<file path="config.mk">
export PLATFORM = sky130hd
export DESIGN_NAME = remove_stuff
export DESIGN_NICKNAME = d
export VERILOG_FILES = /design/src/rtl/remove_stuff.sv
export SDC_FILE = /design/constraint.sdc
export NUM_CORES = 1
export LEC_CHECK = 0
export CORE_ASPECT_RATIO = 0.75
export CORE_MARGIN = 10
export CORE_UTILIZATION = 55
export CTS_BUF_LIST = sky130_fd_sc_hd__clkbuf_8
export DETAILED_ROUTE_END_ITERATION = 10
export PLACE_DENSITY = 0.76
export SYNTH_ARGS = -nofsm -noshare
export SYNTH_HDL_FRONTEND = slang
export SYNTH_SLANG_ARGS = --single-unit
</file>
<file path="constraint.sdc">
create_clock -name clk -period 6.3 [get_ports clk]
set_input_delay 0.945 -clock clk [delete_from_list [all_inputs] [get_ports clk]]
set_output_delay 0.945 -clock clk [all_outputs]
set_load 0.05 [all_outputs]
</file>
<file path="src/rtl/remove_stuff.sv">
// JPEG entropy-stream unstuffer: strips FF00 stuffing, packs data bytes into
// 32-bit words and queues them with markers in a FWFT FIFO. Optional stats: REMOVE_STUFF_STAT_EN.
module remove_stuff #(
  parameter int FIFO_AW = 4
) (
  input  logic        clk,
  input  logic        rst,
  input  logic        in_valid,
  output logic        in_ready,
  input  logic [7:0]  in_data,
  output logic        out_valid,
  input  logic        out_ready,
  output logic [31:0] out_data,
  output logic [2:0]  out_bytes,
  output logic        out_marker,
  output logic [15:0] stuff_cnt,
  output logic [15:0] marker_cnt
);

  localparam int DEPTH = 1 << FIFO_AW;
  localparam int EW    = 36;
  localparam logic [FIFO_AW:0] CNT_READY_MAX = (FIFO_AW+1)'(DEPTH - 2);

  typedef enum logic {NORM, GOT_FF} state_t;

  state_t               r_state;
  logic [1:0]           r_pk_cnt;
  logic [31:0]          r_pk_data;
  logic [FIFO_AW-1:0]   r_wr_ptr;
  logic [FIFO_AW-1:0]   r_rd_ptr;
  logic [FIFO_AW:0]     r_cnt;
  logic [EW-1:0]        r_mem [DEPTH];

  state_t               w_state_next;
  logic                 w_acc;
  logic                 w_deq;
  logic                 w_append;
  logic                 w_marker;
  logic                 w_flush;
  logic                 w_word_done;
  logic [7:0]           w_app_byte;
  logic [31:0]          w_pk_merged;
  logic [1:0]           w_n_enq;
  logic [EW-1:0]        w_e0;
  logic [EW-1:0]        w_e1;
  logic [EW-1:0]        w_head;
  logic [FIFO_AW-1:0]   w_wr_ptr1;

  assign in_ready  = rst && (r_cnt <= CNT_READY_MAX);
  assign w_acc     = in_valid && in_ready;
  assign out_valid = (r_cnt != '0);
  assign w_deq     = out_valid && out_ready;
  assign w_wr_ptr1 = r_wr_ptr + 1'b1;

  always_comb begin
    w_state_next = r_state;
    w_append     = 1'b0;
    w_marker     = 1'b0;
    w_app_byte   = in_data;
    if (w_acc) begin
      case (r_state)
        NORM: begin
          if (in_data == 8'hFF) w_state_next = GOT_FF;
          else                  w_append     = 1'b1;
        end
        GOT_FF: begin
          if (in_data == 8'h00) begin
            w_append     = 1'b1;
            w_app_byte   = 8'hFF;
            w_state_next = NORM;
          end else if (in_data != 8'hFF) begin
            w_marker     = 1'b1;
            w_state_next = NORM;
          end
        end
        default: w_state_next = NORM;
      endcase
    end

    // ~cnt == 3-cnt: byte lane counted from the MSB end
    w_pk_merged = r_pk_data;
    w_pk_merged[{~r_pk_cnt, 3'b000} +: 8] = w_app_byte;

    w_word_done = w_append && (r_pk_cnt == 2'd3);
    w_flush     = w_marker && (r_pk_cnt != 2'd0);

    w_e1 = {24'h0, in_data, 3'd0, 1'b1};
    if (w_flush)       w_e0 = {r_pk_data, 1'b0, r_pk_cnt, 1'b0};
    else if (w_marker) w_e0 = w_e1;
    else               w_e0 = {w_pk_merged, 3'd4, 1'b0};

    if (w_marker)         w_n_enq = w_flush ? 2'd2 : 2'd1;
    else if (w_word_done) w_n_enq = 2'd1;
    else                  w_n_enq = 2'd0;
  end

  always_ff @(posedge clk) begin
    if (!rst) begin
      r_state   <= NORM;
      r_pk_cnt  <= 2'd0;
      r_pk_data <= 32'h0;
      r_wr_ptr  <= '0;
      r_rd_ptr  <= '0;
      r_cnt     <= '0;
    end else begin
      r_state <= w_state_next;
      if (w_word_done || w_marker) begin
        r_pk_cnt  <= 2'd0;
        r_pk_data <= 32'h0;
      end else if (w_append) begin
        r_pk_cnt  <= r_pk_cnt + 2'd1;
        r_pk_data <= w_pk_merged;
      end
      r_wr_ptr <= r_wr_ptr + {{(FIFO_AW-2){1'b0}}, w_n_enq};
      r_rd_ptr <= r_rd_ptr + {{(FIFO_AW-1){1'b0}}, w_deq};
      r_cnt    <= r_cnt + {{(FIFO_AW-1){1'b0}}, w_n_enq} - {{FIFO_AW{1'b0}}, w_deq};
    end
  end

  // Storage needs no reset: the count register alone decides what is visible
  always_ff @(posedge clk) begin
    if (w_n_enq != 2'd0) r_mem[r_wr_ptr]  <= w_e0;
    if (w_n_enq == 2'd2) r_mem[w_wr_ptr1] <= w_e1;
  end

  assign w_head     = r_mem[r_rd_ptr];
  assign out_data   = out_valid ? w_head[35:4] : 32'h0;
  assign out_bytes  = out_valid ? w_head[3:1]  : 3'd0;
  assign out_marker = out_valid ? w_head[0]    : 1'b0;

`ifdef REMOVE_STUFF_STAT_EN
  logic        w_stuff;
  logic [15:0] r_stuff_cnt;
  logic [15:0] r_marker_cnt;

  assign w_stuff = w_acc && (r_state == GOT_FF) && (in_data == 8'h00);

  always_ff @(posedge clk) begin
    if (!rst) begin
      r_stuff_cnt  <= 16'h0;
      r_marker_cnt <= 16'h0;
    end else begin
      if (w_stuff && (r_stuff_cnt != 16'hFFFF))   r_stuff_cnt  <= r_stuff_cnt + 16'd1;
      if (w_marker && (r_marker_cnt != 16'hFFFF)) r_marker_cnt <= r_marker_cnt + 16'd1;
    end
  end

  assign stuff_cnt  = r_stuff_cnt;
  assign marker_cnt = r_marker_cnt;
`else
  assign stuff_cnt  = 16'h0;
  assign marker_cnt = 16'h0;
`endif

endmodule

</file>
After elaboration in Yosys (flattened, before gate mapping)
Memory sizes are Yosys's and may differ from the RTL's. A register that Yosys moved wholly into a read port is not among the register bits.
Index checks and enable logic that the tools add are counted.
{"block": "word_totals", "ramBits": 576, "mem_count": 1, "rom_bits": 0, "reg_bits": 48, "latch_bits": 0, "in_bits": 12}
{"name": "r_mem", "words": 16, "width": 36, "rd": 1, "rd_ports_with_merged_regs": 1, "wr": 2, "line_no": "32", "source": "logic [EW-1:0] r_mem [DEPTH];"}
{"block": "op_classes", "div": 0, "n_lt_le_gt_ge": 1, "n_eq_ne": 4, "muxes": 29, "shifts": 2, "mul": 0, "bitwise": 3, "reduce_logical": 11, "addsub": 7}
{"cell": "$mux 36", "n": 2}
{"cell": "$bwmux 32", "n": 1}
{"cell": "$mux 32", "n": 1}
{"cell": "$shift 8x7->32 const A", "n": 1}
{"cell": "$shiftx 8x7->32", "n": 1}
{"cell": "$mux 8", "n": 3}
{"cell": "$mux 1", "n": 16}
{"cell": "$eq 8x8->1 const B", "n": 1}
{"cell": "$logic_not 8->1", "n": 1}
{"cell": "$ne 8x8->1 const B", "n": 1}
{"cell": "$neg 5->7", "n": 1}
{"cell": "$add 5x2->5", "n": 1}
{"cell": "$le 5x4->1 const B", "n": 1}
{"cell": "$logic_and 1x1->1", "n": 5}
{"cell": "$reduce_bool 5->1", "n": 1}
{"cell": "$sub 5x1->5", "n": 1}
{"cell": "$add 4x1->4", "n": 1}
{"cell": "$add 4x1->4 const B", "n": 1}
{"cell": "$add 4x2->4", "n": 1}
{"cell": "$eq 2x2->1 const B", "n": 2}
{"cell": "$mux 2", "n": 2}
{"cell": "$mux 4", "n": 1}
{"cell": "$pmux 1 s2", "n": 2}
{"cell": "$reduce_bool 2->1", "n": 2}
{"cell": "6 further kinds", "n": 7}

Depth between registers and ports, before layout
Gate-level depths: netlist of the first run.
{"block": "depth", "ltp_word": 11, "mapped_depth": 15}

Least setup slack after synthesis of the first run
No wires, ideal clock.
{"block": "synth_timing", "kind": "input port to flip-flop", "startpoint": "input port in_data[7]", "endpoint": "register r_cnt[4]", "n_path_buf": 0, "setup_slack_ps": 2664, "cell_stages": 13, "arrival_time_ps": 3520, "path_cell_list": "or4_4 nor2_8 nand2_1 a21o_1 a21o_1 ha_1 inv_1 ha_1 fa_1 a21oi_1 nor2_1 nor3_1 and3b_1"}
{"block": "synth_via", "elab_chain_cells": 10, "elab_cells_between_ends": 18}
{"item": "from (decl)", "line_no": "10", "source": "input logic [7:0] in_data,"}
{"item": "$ne 8x8->1", "line_no": "71", "source": "end else if (in_data != 8'hFF) begin"}
{"item": "$mux 1", "line_no": "71"}
{"item": "$mux 1", "line_no": "67", "source": "if (in_data == 8'h00) begin"}
{"item": "$mux 1", "line_no": "61", "source": "case (r_state)"}
{"item": "$mux 1", "line_no": "60", "source": "if (w_acc) begin"}
{"item": "$logic_and 1x1->1", "line_no": "85", "source": "w_flush = w_marker && (r_pk_cnt != 2'd0);"}
{"item": "$mux 2", "line_no": "92", "source": "if (w_marker) w_n_enq = w_flush ? 2'd2 : 2'd1;"}
{"item": "$mux 2 *", "line_no": "92"}
{"item": "$add 5x2->5 *", "line_no": "116", "source": "r_cnt <= r_cnt + {{(FIFO_AW-1){1'b0}}, w_n_enq} - {{FIFO_AW{1'b0}}, w_deq};"}
{"item": "$sub 5x1->5 *", "line_no": "116"}
{"item": "to (signal assigned)", "line_no": "116"}
{"item": "to (decl)", "line_no": "31", "source": "logic [FIFO_AW:0] r_cnt;"}
Mark *: on every way between the ends. The rest lies on a longest branch, timed or not.
A chain may end at the register's enable or synchronous reset.

==> impl_metrics.json, run 1 <==
{
  "outcome": "finished clean",
  "dpl-instance-area_um2": 28400,
  "rr_worst_depth": 8,
  "required_ns": 5.35,
  "synthesis.area_um2": 27900,
  "ir_drop_mv": 0.245,
  "final_cells": 2759,
  "placementRows": 71,
  "layout_commonest_cell": "dfxtp_1",
  "clkLatencyLatePin_ns": 0.69,
  "start_util_pct": 55.7,
  "syn_inst": 2067,
  "start_kind": "flip-flop",
  "worst-setup-path-type": "reg -> out",
  "routedWlPerCell_um": 29.4,
  "synth_edf_count": 128,
  "power_switching_mw": 2.43,
  "finalSetupViolCount": 0,
  "ff2ff_setup_slack_ns": 2.44,
  "drc": 0,
  "synth_top_cell_by_area": "dfxtp_1",
  "r2r-start": "r_cnt[2]$_SDFF_PN0_",
  "leakagePower_nw": 9.35,
  "synthFlopType": "dfxtp_1",
  "portBuffers": 49,
  "cts_root_buffer": "clkbuf_8",
  "layout-drive-gt1-share_pct": 23.2,
  "synthArstFlopShare_pct": 0,
  "cts_num_sinks": 624,
  "clock.fmax_mhz": 202,
  "power_mw": 8.58,
  "post-cts-setup-buffers": 0,
  "dr.pass1.iters": 8,
  "yosysUniqueCellTypes": 67,
  "end_kind": "output port",
  "grt_overflow_total": 0,
  "routed_wl_um": 81200,
  "synth.avg_cell_area_um2": 13.5,
  "cts_made_buffers": 91,
  "fin_area_um2": 30100,
  "switching_share_pct": 28.4,
  "p_int_mw": 6.14,
  "tightestPinTransition_ns": 1.31,
  "max-cap-violations": 0,
  "pwr-share-comb_pct": 14.9,
  "yosys.area.top_type_share_pct": 35.6,
  "place_congestion": 0.942,
  "post-route-period-util_pct": 78.7,
  "clock_skew_ns": 0.0263,
  "tns_ns": 0,
  "clkPwrFrac_pct": 36.4,
  "htree_num_levels": 3,
  "hold_buffers": 0,
  "period_needed_ns": 4.96,
  "yosysSeqAreaShare_pct": 49.4,
  "fp.dieH_um": 215,
  "ioPinCount": 82,
  "cellPowerDensity_nw_per_um2": 285,
  "nFillCells": 3816,
  "dr.first_iter.drc_count": 2664,
  "track_usage_pct": 26.4,
  "grt_max_degree": 76,
  "hold_path_depth": 1,
  "dieArea_um2": 60200,
  "arrival_ns": 4.01,
  "report.final.slew_viol_count": 0,
  "area_growth_pct": 7.99,
  "path_max_fanout": 34,
  "hold_path.startpoint": "r_mem[10][28]$_SDFFE_PP0N_",
  "antenna_found_initial": 2,
  "cts_buffer_depth": 3,
  "grt_pass1_wl_um": 122000,
  "yosys-top-cells-area": "dfxtp_1 36%, mux4_2 15%, edfxtp_1 14%, o2bb2ai_1 12%, a32oi_4 3.1%",
  "path_clk_slew_ns": 0.06,
  "slew-limit-headroom_pct": 12.1,
  "min_to": "r_mem[10][28]$_SDFFE_PP0N_",
  "die_w_um": 280,
  "timing.rr.end": "r_mem[7][10]$_DFFE_PP_",
  "vias": 19591,
  "placed_cells": 2596,
  "yosysWarnings": 0,
  "most-common-layout-cells": "492 x dfxtp_1, 372 x o2bb2ai_1, 180 x mux4_2",
  "vias_per_cell": 7.10,
  "final_antenna_net_count": 0,
  "hold_viol": 0,
  "final_nets": 2065,
  "post_cts_resized": 0,
  "min_path_type": "reg -> reg",
  "coreArea_um2": 50100,
  "holdWs_ns": 0.455,
  "seq_power_share_pct": 48.7,
  "synth_seq_cells": 624,
  "hpwl_um": 47600,
  "cts_tree": "built",
  "rsz0062_at_grt": "no",
  "grt_pass1_vias": 19692
}
sequential cells by signal, indices dropped and copies added, names as in the netlist:
name and cells:
r_rd_ptr 4, r_state 1, r_pk_data 32, r_cnt 5
r_pk_cnt 2, r_wr_ptr 4, r_mem 576
through the flow:
step	utilization (%)	setup slack [ns]
global route	60.1	1.14
finish	60.1	1.34
floorplan	-	2.66
detailed placement	56.6	1.30
global placement	56.6	1.44
CTS	60.1	1.26
power groups by stage:
stage | registers (mW) | logic (mW) | clock network [mW]
floorplan | 4.19 | 1.06 | 0
global route | 4.19 | 1.37 | 3.30
CTS | 4.18 | 1.28 | 3.14
finish | 4.18 | 1.28 | 3.12
global placement | 4.27 | 1.27 | 0
detailed placement | 4.27 | 1.28 | 0
critical path, cell delays in order, from the launching register on:
cell	delay (ns)
dfxtp_4	0.84
buf_4	0.49
mux4_2	0.61
mux4_2	0.48
and2_1	0.17
clkdlybuf4s50_1	0.70
cells in the mapped netlist (all sizes together), types with 4 or more instances:
cell and count:
a21o 12, xor2 4, a211oi 4, a2bb2o 10, edfxtp 128, o2bb2ai 422, ha 19, nand2 56
and3 6, a22o 16, a22oi 38, nor2b 13, o21ai 28, nor4 4, o22ai 128, inv 25
a32oi 39, and2 56, mux2 8, clkbuf 83, mux4 180, nand3 12, a21oi 13, o211ai 4
buf 164, dfxtp 496, nor2 50, mux2i 9, nand4 5
metal layers:
| layer | up-vias | track usage (%) | share of wire [%] | routed length, um |
|---|---|---|---|---|
| met5 | - | 0 | 0.016 | 13 |
| met4 | 2 | 10.3 | 3.7 | 2990 |
| met3 | 220 | 8.16 | 12 | 9690 |
| met2 | 1248 | 39.1 | 44 | 35800 |
| met1 | 9914 | 35.8 | 40 | 32600 |
| li1 | 8207 | - | - | - |
layout make-up:
cell class | count | area (um^2) | share of cell area (%)
clock inverter | 53 | 234 | 0.777
tap | 657 | 822 | 2.73
multi-input combinational | 1202 | 12800 | 42.6
timing repair buffer | 88 | 833 | 2.77
inverter | 25 | 93.8 | 0.312
antenna | 1 | 2.50 | 0.00831
sequential | 624 | 13800 | 45.8
clock buffer | 109 | 1500 | 4.98
kinds of logic after synthesis:
group | synth area share (%)
compound gates | 24.8
xor+xnor | 0.220
fa+ha+maj | 0.996
buf+inv | 5.14
flops | 49.4
mux | 15.3
other cells | 0.0134
simple gates | 4.17
worst max path at each step:
stage                           start                  endpoint  slack (ns)
4_1_cts        r_rd_ptr[0]$_SDFF_PN0_               out_data[5]        1.26
5_1_grt        r_rd_ptr[0]$_SDFF_PN0_              out_data[31]        1.14
2_1_floorplan              in_data[7]       r_cnt[4]$_SDFF_PN0_        2.66
3_5_place_dp                      rst     r_mem[4][5]$_DFFE_PP_        1.30
3_3_place_gp                      rst  r_mem[5][0]$_SDFFE_PP1N_        1.44
6_report       r_rd_ptr[0]$_SDFF_PN0_               out_data[7]        1.34
No activity file was read; power rests on OpenSTA's default activity.
==> run 2, diff against run 1 <==
--- a/config.mk
+++ b/config.mk
@@ -10,7 +10,7 @@
 export CORE_UTILIZATION = 55
 export CTS_BUF_LIST = sky130_fd_sc_hd__clkbuf_8
 export DETAILED_ROUTE_END_ITERATION = 10
-export PLACE_DENSITY = 0.76
+export PLACE_DENSITY = 0.79
 export SYNTH_ARGS = -nofsm -noshare
 export SYNTH_HDL_FRONTEND = slang
 export SYNTH_SLANG_ARGS = --single-unit
==> constraint.sdc (replaced) <==
create_clock -name clk -period 4 [get_ports clk]
set_input_delay 0.6 -clock clk [delete_from_list [all_inputs] [get_ports clk]]
set_output_delay 0.6 -clock clk [all_outputs]
set_load 0.05 [all_outputs]
==> run 2 against run 1 <==
Total power rose by 63%; cell count rose by 2.6%; first-iteration DRC count rose by 0.83%; register-to-register slack got worse by 1.6 ns; hold slack improved by 0.0030 ns; clock power rose by 70%; routed wire length fell by 0.10%; largest cell class unchanged; highest routed layer unchanged.
==> impl_metrics.json, run 2 (synthesis gave the netlist of run 1 again) <==
{
  "outcome": "finished clean",
  "hold_viol": 0,
  "ioPinCount": 82,
  "max-cap-violations": 0,
  "final_antenna_net_count": 0,
  "rsz0062_at_grt": "no",
  "routed_wl_um": 81100,
  "antenna_found_initial": 0,
  "tightestPinTransition_ns": 1.21,
  "ir_drop_mv": 0.335,
  "hpwl_um": 49800,
  "period_needed_ns": 3.88,
  "most-common-layout-cells": "492 x dfxtp_1, 372 x o2bb2ai_1, 180 x mux4_2",
  "hold_buffers": 0,
  "clock.fmax_mhz": 258,
  "top_register": "r_mem",
  "path_clk_slew_ns": 0.07,
  "power_mw": 14.0,
  "final_util_pct": 61.7,
  "grt_pass1_wl_um": 125000,
  "dr.pass1.iters": 5,
  "cts_num_sinks": 624,
  "drc": 0,
  "cts_made_buffers": 93,
  "arrival_ns": 3.28,
  "required_ns": 3.40,
  "fp.dieH_um": 215,
  "slew-limit-headroom_pct": 19.5,
  "tns_ns": 0,
  "routedWlPerCell_um": 28.6,
  "placed_cells": 2660,
  "dieArea_um2": 60200,
  "placementRows": 71,
  "cts_tree": "built",
  "cts_buffer_depth": 3,
  "grt_overflow_total": 0,
  "cts_root_buffer": "clkbuf_8",
  "worst-setup-path-type": "reg -> out",
  "clock_skew_ns": 0.0289,
  "cellPowerDensity_nw_per_um2": 452,
  "grt_max_degree": 61,
  "min_path_type": "reg -> reg",
  "vias": 20192,
  "fin_area_um2": 30900,
  "layout-drive-gt1-share_pct": 27.5,
  "finalSetupViolCount": 0,
  "die_w_um": 280,
  "layout_commonest_cell": "dfxtp_1",
  "track_usage_pct": 26.5,
  "area_growth_pct": 10.9,
  "coreArea_um2": 50100,
  "final_nets": 2131,
  "start_kind": "flip-flop",
  "post-route-period-util_pct": 96.9,
  "end_kind": "output port",
  "report.final.slew_viol_count": 0,
  "grt_pass1_vias": 20500,
  "top_regs": "r_mem (576), r_pk_data (32), r_cnt (5)",
  "clkLatencyLatePin_ns": 0.71,
  "dr.first_iter.drc_count": 2686,
  "portBuffers": 49,
  "largest_reg_flops": 576,
  "leakagePower_nw": 9.96,
  "htree_num_levels": 3,
  "diodes": 0,
  "start_util_pct": 55.7,
  "path_max_fanout": 39,
  "final_cells": 2831,
  "place_congestion": 0.914,
  "dpl-instance-area_um2": 29000,
  "vias_per_cell": 7.13
}
## run 2: path summary, 6_finish.rpt
path	start	endpoint	slack, ns	cells after the start
setup / recovery	r_rd_ptr[0]$_SDFF_PN0_	out_data[1]	0.12	5
hold / removal	r_mem[15][14]$_SDFFE_PP0N_	r_mem[15][14]$_SDFFE_PP0N_	0.46	1
setup reg to reg	r_pk_cnt[0]$_SDFFE_PP0P_	r_mem[11][13]$_SDFFE_PP0N_	0.85	7
hold reg to reg	r_mem[15][14]$_SDFFE_PP0N_	r_mem[15][14]$_SDFFE_PP0N_	0.46	1
## run 2: final cells by class
cell class | count | area (um^2)
clock buffers | 114 | 1570
clock inverters | 57 | 335
fillers | 3708 | 19200
inverters | 25 | 93.8
multi-input cells | 1202 | 12800
flip-flops and latches | 624 | 13800
well taps | 657 | 822
repair buffers | 152 | 1460
## run 2: where the power goes
group          switching (mW)  internal [mW]
registers               0.104           6.44
clock network            2.58           2.74
logic                    1.30          0.809
## run 2: routing by layer
metal	up-vias	track usage (%)	wire length, um
li1	8358	-	-
met1	10136	35.7	31600
met2	1474	40.6	37100
met3	222	7.21	9770
met4	2	9.03	2480
met5	-	0.826	69
## run 2: metrics by stage
stage | hold WS, ns | setup slack (ns)
after floorplan | 0.427 | 0.709
after global placement | 0.439 | 0.178
after detailed placement | 0.441 | 0.229
after CTS | 0.460 | 0.0431
after global routing | 0.472 | 0.00513
final | 0.458 | 0.124
## run 2: critical path: stages, from the launching register on
cell and delay, ns:
dfxtp_4 0.54, buf_12 0.33, mux4_2 0.60, mux4_2 0.47, and2_1 0.17, dlygate4sd2_1 0.43
## run 2: repair_timing
action	in CTS	in global routing
setup buffers	0	1
gates resized for setup	6	0
setup endpoints to repair	7	4
==> run 3, diff against run 2 <==
--- a/config.mk
+++ b/config.mk
@@ -6,7 +6,6 @@
 export NUM_CORES = 1
 export LEC_CHECK = 0
 export CORE_ASPECT_RATIO = 0.75
-export CORE_MARGIN = 10
 export CORE_UTILIZATION = 55
 export CTS_BUF_LIST = sky130_fd_sc_hd__clkbuf_8
 export DETAILED_ROUTE_END_ITERATION = 10
==> run 3 against run 2 <==
Global-route usage increased by 4.8 points; design area shrank 0.77%; the flow now finishes with violations (design-rule violations); highest routed layer is now met4; via count is 0.62% lower; largest cell class unchanged.
==> impl_metrics.json, run 3 (synthesis gave the netlist of run 1 again) <==
{
  "layout_commonest_cell": "dfxtp_1",
  "coreArea_um2": 50100,
  "hold_viol": 0,
  "p_int_mw": 9.77,
  "end_kind": "output port",
  "seq_power_share_pct": 47.5,
  "die_w_um": 262,
  "grt_overflow_total": 0,
  "cts_root_buffer": "clkbuf_8",
  "cp.depth": 5,
  "min_path_type": "reg -> reg",
  "fp.dieH_um": 197,
  "track_usage_pct": 31.3,
  "rr_worst_depth": 13,
  "leakagePower_nw": 9.83,
  "dr.pass1.iters": 9,
  "path_buf_inv": 3,
  "routed_wl_um": 80000,
  "power_switching_mw": 3.94,
  "cp_top_family": "buffers and inverters",
  "ioPinCount": 82,
  "start_util_pct": 55.7,
  "clock_skew_ns": 0.0274,
  "rsz0062_at_grt": "no",
  "cellPowerDensity_nw_per_um2": 447,
  "arrival_ns": 3.20,
  "crit_chain": "inv_1 > ha_1 > nor4b_1 > inv_1 > clkdlybuf4s50_1",
  "final_nets": 2122,
  "cp_slowest_cell": "clkdlybuf4s50_1",
  "slew-limit-headroom_pct": 14.6,
  "most-common-layout-cells": "492 x dfxtp_1, 372 x o2bb2ai_1, 180 x mux4_2",
  "vias": 20066,
  "grt_pass1_vias": 20151,
  "fin_area_um2": 30700,
  "clkPwrFrac_pct": 36.3,
  "crit_path_max_incr_delay_ns": 0.95,
  "ir_drop_mv": 0.394,
  "cts_num_sinks": 624,
  "vias_per_cell": 7.12,
  "tns_ns": 0,
  "path_clk_slew_ns": 0.06,
  "placementRows": 71,
  "pwr-share-comb_pct": 16.2,
  "antenna_found_initial": 1,
  "start_kind": "flip-flop",
  "final_antenna_net_count": 0,
  "timing.rr.end": "r_cnt[4]$_SDFF_PN0_",
  "post-route-period-util_pct": 95.0,
  "finalSetupViolCount": 0,
  "dpl-instance-area_um2": 28900,
  "top_register": "r_mem",
  "top_regs": "r_mem (576), r_pk_data (32), r_cnt (5)",
  "max-cap-violations": 0,
  "outcome": "complete, but fails checks",
  "crit_start": "r_cnt[2]$_SDFF_PN0_",
  "cts_tree": "built",
  "worst-setup-path-type": "reg -> out",
  "path_max_fanout": 21,
  "r2r-start": "r_pk_cnt[0]$_SDFFE_PP0P_",
  "hold_buffers": 0,
  "grt_pass1_wl_um": 123000,
  "period_needed_ns": 3.80,
  "grt_max_degree": 71,
  "place_congestion": 0.922,
  "ff2ff_setup_slack_ns": 0.64,
  "portBuffers": 49,
  "cts_buffer_depth": 3,
  "report.final.slew_viol_count": 0,
  "area_growth_pct": 10.0,
  "switching_share_pct": 28.7,
  "drc": 4,
  "hold_path_depth": 1,
  "cts_made_buffers": 91,
  "layout-drive-gt1-share_pct": 26.7,
  "largest_reg_flops": 576,
  "dieArea_um2": 51600,
  "routedWlPerCell_um": 28.4,
  "required_ns": 3.40,
  "clock.fmax_mhz": 263,
  "crit_end": "out_valid",
  "clkLatencyLatePin_ns": 0.72,
  "cp_common_cell": "inv_1",
  "tightestPinTransition_ns": 1.27,
  "hpwl_um": 48000,
  "dr.first_iter.drc_count": 2585,
  "violations": "design-rule violations",
  "htree_num_levels": 3
}
[run 3: worst min-delay path by stage]
stage | endpoint | slack [ns] | from
finish | r_mem[7][31]$_SDFFE_PP0N_ | 0.45 | r_mem[7][31]$_SDFFE_PP0N_
global route | r_mem[11][3]$_SDFFE_PP0N_ | 0.47 | r_mem[11][3]$_SDFFE_PP0N_
CTS | r_mem[6][13]$_SDFFE_PP0N_ | 0.46 | r_mem[6][13]$_SDFFE_PP0N_
detailed placement | r_mem[2][31]$_SDFFE_PP0N_ | 0.44 | r_mem[2][31]$_SDFFE_PP0N_
global placement | r_mem[6][1]$_SDFFE_PP0N_ | 0.44 | r_mem[6][1]$_SDFFE_PP0N_
floorplan | r_mem[10][12]$_SDFFE_PP0N_ | 0.43 | r_mem[10][12]$_SDFFE_PP0N_
[run 3: power by group through the flow]
| stage | clock (mW) | combinational (mW) | sequential (mW) |
|---|---|---|---|
| finish | 4.98 | 2.22 | 6.51 |
| global route | 5.30 | 2.37 | 6.51 |
| CTS | 5.01 | 2.17 | 6.54 |
| detailed placement | 0 | 2.13 | 6.68 |
| global placement | 0 | 2.10 | 6.67 |
| floorplan | 0 | 1.67 | 6.61 |
[run 3: area by class of cell]
class	count	area, um^2
multi-input cells	1202	12800
repair buffers	145	1380
clock buffers	108	1490
inverters	25	93.8
fillers	3737	19400
clock inverters	54	256
flip-flops and latches	624	13800
well taps	657	822
diodes	2	5.00
[run 3: timing repair]
action / 4_1_cts / 5_1_grt
resized for setup: 10 / 1
setup endpoints to repair: 24 / 11
buffers inserted: 0 / 2
cloned: 1 / 0
[run 3: metrics by stage]
step	total power, mW	hold slack [ns]	cells	setup WS, ns	util (%)
finish	13.7	0.455	2817	0.200	61.2
global route	14.2	0.465	2815	0.0649	61.2
CTS	13.7	0.459	2813	0.00108	61.1
detailed placement	8.81	0.441	2650	0.193	57.6
global placement	8.78	0.438	2650	0.161	57.6
floorplan	8.27	0.427	2098	0.709	-
[run 3: metal layers]
layer  wire [um]  GRT usage [%]  vias up
met5           0              0        -
met4        2290           11.0        0
met3        9770           9.13      212
met2       35700           46.6     1447
met1       32300           43.5    10076
li1            -              -     8331
